`src/rtl/mem_bus_arbiter.sv`:
```
// Arbitrates one synchronous memory port between instruction fetch and load/store.
// LS has priority; a starvation counter forces a fetch grant after MAX_WAIT LS wins.
module mem_bus_arbiter #(
  parameter int ADDR_W   = 32,
  parameter int DATA_W   = 32,
  parameter int MEM_LAT  = 1,
  parameter int MAX_WAIT = 4
) (
  input  logic                clk,
  input  logic                rest,
  input  logic                if_req_i,
  input  logic [ADDR_W-1:0]   if_addr_i,
  output logic                if_gnt_o,
  output logic                if_rvalid_o,
  output logic [DATA_W-1:0]   if_rdata_o,
  input  logic                ls_req_i,
  input  logic                ls_we_i,
  input  logic [DATA_W/8-1:0] ls_be_i,
  input  logic [ADDR_W-1:0]   ls_addr_i,
  input  logic [DATA_W-1:0]   ls_wdata_i,
  output logic                ls_gnt_o,
  output logic                ls_rvalid_o,
  output logic [DATA_W-1:0]   ls_rdata_o,
  output logic                mem_en_o,
  output logic                mem_we_o,
  output logic [DATA_W/8-1:0] mem_be_o,
  output logic [ADDR_W-1:0]   mem_addr_o,
  output logic [DATA_W-1:0]   mem_wdata_o,
  input  logic [DATA_W-1:0]   mem_rdata_i,
  output logic                hold_o
);

  localparam logic [2:0] LAT  = 3'(MEM_LAT);
  localparam logic [3:0] SMAX = 4'(MAX_WAIT);

  typedef enum logic {
    S_IDLE,
    S_WAIT
  } state_t;

  state_t     r_state;
  state_t     w_state_nx;
  logic       r_owner;
  logic       w_owner_nx;
  logic       r_we_q;
  logic       w_we_nx;
  logic [2:0] r_cnt;
  logic [2:0] w_cnt_nx;
  logic [3:0] r_starve;
  logic [3:0] w_starve_nx;

  logic w_done;
  logic w_dec;
  logic w_if_win;
  logic w_ls_win;

  // r_owner: 1 = LS, 0 = IF
  always_ff @(posedge clk) begin
    if (rest) begin
      r_state  <= S_IDLE;
      r_owner  <= 1'b0;
      r_we_q   <= 1'b0;
      r_cnt    <= '0;
      r_starve <= '0;
    end else begin
      r_state  <= w_state_nx;
      r_owner  <= w_owner_nx;
      r_we_q   <= w_we_nx;
      r_cnt    <= w_cnt_nx;
      r_starve <= w_starve_nx;
    end
  end

  assign w_done   = (r_state == S_WAIT) && (r_cnt == LAT);
  assign w_dec    = (r_state == S_IDLE) || w_done;
  assign w_if_win = if_req_i && (!ls_req_i || (r_starve == SMAX));
  assign w_ls_win = ls_req_i && !w_if_win;

  always_comb begin
    w_state_nx  = r_state;
    w_owner_nx  = r_owner;
    w_we_nx     = r_we_q;
    w_cnt_nx    = r_cnt;
    w_starve_nx = r_starve;
    if_gnt_o    = 1'b0;
    ls_gnt_o    = 1'b0;
    if_rvalid_o = 1'b0;
    ls_rvalid_o = 1'b0;
    if_rdata_o  = '0;
    ls_rdata_o  = '0;
    mem_en_o    = 1'b0;
    mem_we_o    = 1'b0;
    mem_be_o    = '0;
    mem_addr_o  = '0;
    mem_wdata_o = '0;
    hold_o      = 1'b0;
    if (!rest) begin
      if (w_done) begin
        if (r_owner) begin
          ls_rvalid_o = 1'b1;
          ls_rdata_o  = r_we_q ? '0 : mem_rdata_i;
        end else begin
          if_rvalid_o = 1'b1;
          if_rdata_o  = r_we_q ? '0 : mem_rdata_i;
        end
      end
      if (w_dec && (w_if_win || w_ls_win)) begin
        mem_en_o   = 1'b1;
        w_state_nx = S_WAIT;
        w_cnt_nx   = 3'd1;
        w_owner_nx = w_ls_win;
        if (w_ls_win) begin
          ls_gnt_o    = 1'b1;
          mem_we_o    = ls_we_i;
          mem_be_o    = ls_be_i;
          mem_addr_o  = ls_addr_i;
          mem_wdata_o = ls_wdata_i;
        end else begin
          if_gnt_o   = 1'b1;
          mem_addr_o = if_addr_i;
        end
        w_we_nx = mem_we_o;
      end else if (w_done) begin
        w_state_nx = S_IDLE;
      end else if (r_state == S_WAIT) begin
        w_cnt_nx = r_cnt + 3'd1;
      end
      if (w_dec) begin
        if (if_req_i && w_ls_win)
          w_starve_nx = (r_starve == SMAX) ? SMAX : r_starve + 4'd1;
        else
          w_starve_nx = '0;
      end
      hold_o = (ls_req_i && !ls_gnt_o)
             || ((r_state == S_WAIT) && r_owner && !ls_rvalid_o);
    end
  end

endmodule

```
`config.mk`:
```
export PLATFORM = sky130hd
export DESIGN_NAME = mem_bus_arbiter
export DESIGN_NICKNAME = d
export VERILOG_FILES = /design/src/rtl/mem_bus_arbiter.sv
export SDC_FILE = /design/constraint.sdc
export NUM_CORES = 1
export LEC_CHECK = 0
export BUFFER_PORTS_ARGS = -buffer_cell sky130_fd_sc_hd__buf_2
export CAP_MARGIN = 30
export CORE_AREA = 2 2 107 109
export CTS_BUF_LIST = sky130_fd_sc_hd__clkbuf_4 sky130_fd_sc_hd__clkbuf_8
export DETAILED_ROUTE_END_ITERATION = 7
export DIE_AREA = 0 0 109 111
export SETUP_SLACK_MARGIN = 0.1
export SLEW_MARGIN = 5
export SYNTH_ARGS = -nofsm -noshare
export SYNTH_HDL_FRONTEND = slang
export SYNTH_SLANG_ARGS = --single-unit
export TNS_END_PERCENT = 20
```
`constraint.sdc`:
```
create_clock -name clk -period 1.5 [get_ports clk]
set_input_delay 0.3 -clock clk [delete_from_list [all_inputs] [get_ports clk]]
set_output_delay 0.3 -clock clk [all_outputs]
set_load 0.02 [all_outputs]
```
# Yosys cells after proc, flatten, opt, wreduce, memory -nomap -nowiden
# Cells that the tools add are included.
# op_classes
add_sub_neg,2
mux,43
magnitude_cmp,0
n_mul,0
eq_ne,3
reduce_logical,21
div_mod_pow,0
bitwise,2
shift,0
# op_table
cell,n
$mux 32,13
$mux 1,25
$mux 4,5
$logic_and 1x1->1,8
$add 4x1->4 const B,1
$eq 4x3->1 const B,1
$logic_not 1->1,4
$logic_or 1x1->1,4
$reduce_and 2->1,2
$reduce_bool 2->1,2
$add 3x1->3 const B,1
$eq 3x1->1 const B,1
$ne 2x1->1 const B,1
$not 1->1,2
$reduce_or 2->1,1
# word_totals
output_inout_bits,139
elab_cells,77
memories,0
ff_bits,10
ramBits,0
inputBits,137
latch_bits,0
mem_bits_ro,0

# Logic depth before layout (Yosys ltp)
# logic_depth
depth_word,13
mapped_depth,7
mapped_depth_nobuf,5

# Worst setup path before layout
# OpenSTA, ideal clock, no wires.
# synth_timing
path_type,register -> output
from,register r_starve[0]
to,output port mem_addr_o[10]
path_stages_with_launch,8
path_buffers,2
t_arrival_ns,1.577
t_required_ns,1.200
path_slack_ns,-0.377
cell_sequence,dfxtp_1 inv_1 ha_1 nand3b_4 o21ai_1 buf_6 buf_8 mux2i_1
# synth_between
elab_chain_len,9
elab_cells_between_ends,10
classes_between,eq/ne: 1; mux: 3; reduce/logical: 6
# synth_lines
item,line,source
start: declaration,49,logic [3:0] r_starve;
start signal: assignment,70,r_starve <= w_starve_nx;
$eq 4x3->1 *,76,assign w_if_win = if_req_i && (!ls_req_i || (r_starve == SMAX));
$logic_or 1x1->1 *,76,
$logic_and 1x1->1 *,76,
$logic_not 1->1,77,assign w_ls_win = ls_req_i && !w_if_win;
$logic_and 1x1->1,77,
$logic_or 1x1->1,107,if (w_dec && (w_if_win || w_ls_win)) begin
$logic_and 1x1->1,107,
$mux 32 *,107,
$mux 32 *,97,if (!rest) begin
end: declaration,27,"output logic [ADDR_W-1:0] mem_addr_o,"
# Every way passes the cells marked *; elsewhere a longest branch is shown, timed or not.

# Worst setup path after layout
# layout_timing
from,register r_cnt[1]
to,output port mem_wdata_o[27]
# layout_between
elab_chain_len,6
# layout_lines
item,line,source
start: declaration,47,logic [2:0] r_cnt;
start signal: assignment,69,r_cnt <= w_cnt_nx;
$eq 3x1->1,74,assign w_done = (r_state == S_WAIT) && (r_cnt == LAT);
$logic_and 1x1->1,74,
$logic_or 1x1->1,75,assign w_dec = (r_state == S_IDLE) || w_done;
$logic_and 1x1->1,107,
$mux 32,107,
$mux 32,97,
end: declaration,28,"output logic [DATA_W-1:0] mem_wdata_o,"
# Every way passes these cells.

==> metrics <==
Worst-Margin Slew=0.309 ns; ratio of final minimum period to clock period=1.38; Net Sw Frac=0.416; CP Class=reg2out; CTS buffer count=3; Slew HR=0.793; met3 Use GR=0.0288; Int Power=1420 µW; Post-synth EDFFs=0; Max Fanout on Critical Path=9; most frequent cells in the layout=buf_2 (138), buf_4 (109), buf_6 (70); sequential share of power=0.121; mux cell area share after synthesis=0.120; status=finished, violations left; final-stage net count=820; Worst Skew=0.00210 ns; worst-case clock buffer depth=2; Die ar.=0.0121 mm²; GRT Resource Usage Total=0.193; post-synthesis cell type count=45; Final HPWL DP=9140 µm; I/O Buffers=275; Final Setup Violations=139; maximum vdd ir drop=0.235 mV; Hold Path Origin=ls_we_i; Slew Viols, Final=0; WL/cell=15.9 µm; top_reg_cell synth=dfxtp_1; Top Usage Layer GRT=met2; clock sinks=10; WHS Endpoint=r_we_q; met2 Track Usage GR=0.343; largest family of logic cells by synthesized area=compound AO/OA/AOI/OAI gates; Post-Synth Adder-Cell Area=0.0188; sequential area share after synthesis=0.0751; Clock Tree Root=clkbuf_8; Worst-Skew Late Latency=0.24 ns; Iter 0 DRT Violations=305; GR Util met1=0.245; f_max=0.483 GHz; initial antenna violation count=0; global-route wire length before repair=19400 µm; commonest non-fill, non-tap cell in the layout=buf_2; post-route minimum period=2.07 ns; post-synthesis net count=531; violated checks=negative setup slack; Post-Syn Instances=390; reg2reg setup slack=0.08 ns; hold crit path type=in2reg; Yosys reg bits=10; Synth Area in Compound Gates=0.327; Critical Path RT=1.20 ns; RR Startpoint=r_cnt[1]; Via density=5.03; io pins=276; Max Cap Viol=0; Clock power frac=0.141; fraction of layout cells with a size suffix above 1=0.622; Pwr per Cell Area=413 mW/mm²; power share of the combinational group=0.738; Async S/R FF share, synth=0; vias=4131; CP endpoint kind=output pin; Syn-to-layout area delta=121%; setup tns final=-62.50 ns; Synth Cell Area=0.00267 mm²; H-tree levels=1; GP Congestion=0.834; n_diodes=0; hold violation total from the final report=0; Leakage=0.00277 µW; Residual DRC=0; Critical Path AT=1.77 ns; Hold Path Cell Cnt=3; R2R cell count=6; Final Util=0.533; largest net degree at the start of global routing=39; post-synthesis xor/xnor area fraction=0; total grt overflow=0; DR pass1 iterations=5; Synth warnings=0; row count=39; CTS tree=built; Die Wd=109 µm; Avg Cell Area, Syn=6.83 µm²; worst r2r dst=r_cnt[1]; Floorplan Core Area=0.0111 mm²; final WL=13000 µm; vias in the first global route=3884; DP Worst Slack=-0.399 ns; remaining antenna violation count after routing=0; Die Ht=111 µm; Setup WS post-layout=-0.570 ns; area share of and/or/nand/nor cells after synthesis=0.317; Post-CTS Hold Buffers=0; RSZ-0062 raised after global routing=true; Starting Density=0.241; clock transition at the registers of the reported paths=0.05 ns; CP Launch Type=flip-flop; Psw=1010 µW
## Yosys cell counts (3+ instances only)
library cell,instances,area share
o21ai_0,33,0.062
ha_1,4,0.019
nor2_1,68,0.096
buf_4,3,0.0085
inv_1,8,0.011
o2111ai_1,3,0.0099
nand2b_1,33,0.077
a21oi_1,6,0.011
and3_1,36,0.085
mux2i_1,32,0.12
buf_6,9,0.038
buf_8,3,0.017
clkbuf_1,18,0.025
a211o_1,32,0.11
buf_2,17,0.032
nand3_1,5,0.0094
o211ai_1,33,0.093
dfxtp_1,10,0.075
clkbuf_2,4,0.0075
## worst max path at each step
stage	start	slack, ns	cells after the start	end
floorplan	r_cnt[0]	-0.26	6	mem_addr_o[1]
global placement	r_starve[1]	-0.36	7	mem_addr_o[13]
detailed placement	r_starve[0]	-0.40	7	mem_addr_o[28]
CTS	r_starve[0]	-0.55	8	mem_addr_o[31]
global route	r_starve[0]	-0.65	8	mem_addr_o[27]
finish	r_cnt[1]	-0.57	9	mem_wdata_o[27]
## state kept, by name, indices dropped and copies added, names as in the netlist
| signal | flops |
|---|---|
| r_cnt | 3 |
| r_owner | 1 |
| r_starve | 4 |
| r_state | 1 |
| r_we_q | 1 |
## logic make-up (layout without fill, tap and decap cells)
family,count (synthesis),in the layout
AOI/OAI and AO/OA,121,121
adders and majority gates,4,4
buffers and inverters,64,352
DFF,10,10
muxes,32,32
and+or+nand+nor,159,159
## per-layer routing
| layer | part of all wire | up-vias |
|---|---|---|
| li1 | - | 2001 |
| met1 | 0.40 | 1946 |
| met2 | 0.52 | 170 |
| met3 | 0.068 | 14 |
| met4 | 0.010 | 0 |
| met5 | 0 | - |
## critical path, stage by stage, from the launching register on
cell and delay, ns:
dfxtp_2 0.32, inv_2 0.06, ha_4 0.15, nand2b_4 0.09, buf_12 0.14, a21oi_4 0.19
buf_6 0.15, clkbuf_16 0.14, and3_1 0.17, buf_6 0.12
## final cells by class
class | instances | area [µm²]
Multi-Input combinational cell | 316 | 2650
Tap cell | 143 | 179
Timing Repair Buffer | 338 | 2770
Inverter | 10 | 37.5
Sequential cell | 10 | 209
Clock buffer | 4 | 55.1
Fill cell | 1046 | 5180
## per-stage QoR
| stage | instance area [µm²] | hold WS [ns] | cells | total power [µW] |
|---|---|---|---|---|
| floorplan | 3100 | 0.470 | 390 | 1230 |
| global placement | 4820 | 0.449 | 802 | 1720 |
| detailed placement | 4820 | 0.464 | 802 | 1740 |
| CTS | 5650 | 0.373 | 818 | 2360 |
| global route | 5900 | 0.383 | 821 | 2580 |
| finish | 5900 | 0.373 | 821 | 2440 |
## timing repair
item / 4_1_cts / 5_1_grt
endpoints found under the setup margin: 146 / 146
endpoints found under the hold margin: 0 / 0
setup buffers: 6 / 1
cloned: 6 / 2
pin swaps: 11 / 20
resized for setup: 202 / 46
## power groups by stage
stage	Clock [µW]	Combinational, µW	Sequential, µW
global placement	0	1420	297
global route	367	1910	296
finish	343	1800	294
floorplan	0	934	294
CTS	351	1710	293
detailed placement	0	1440	298
No activity file was read; power rests on OpenSTA's default activity.
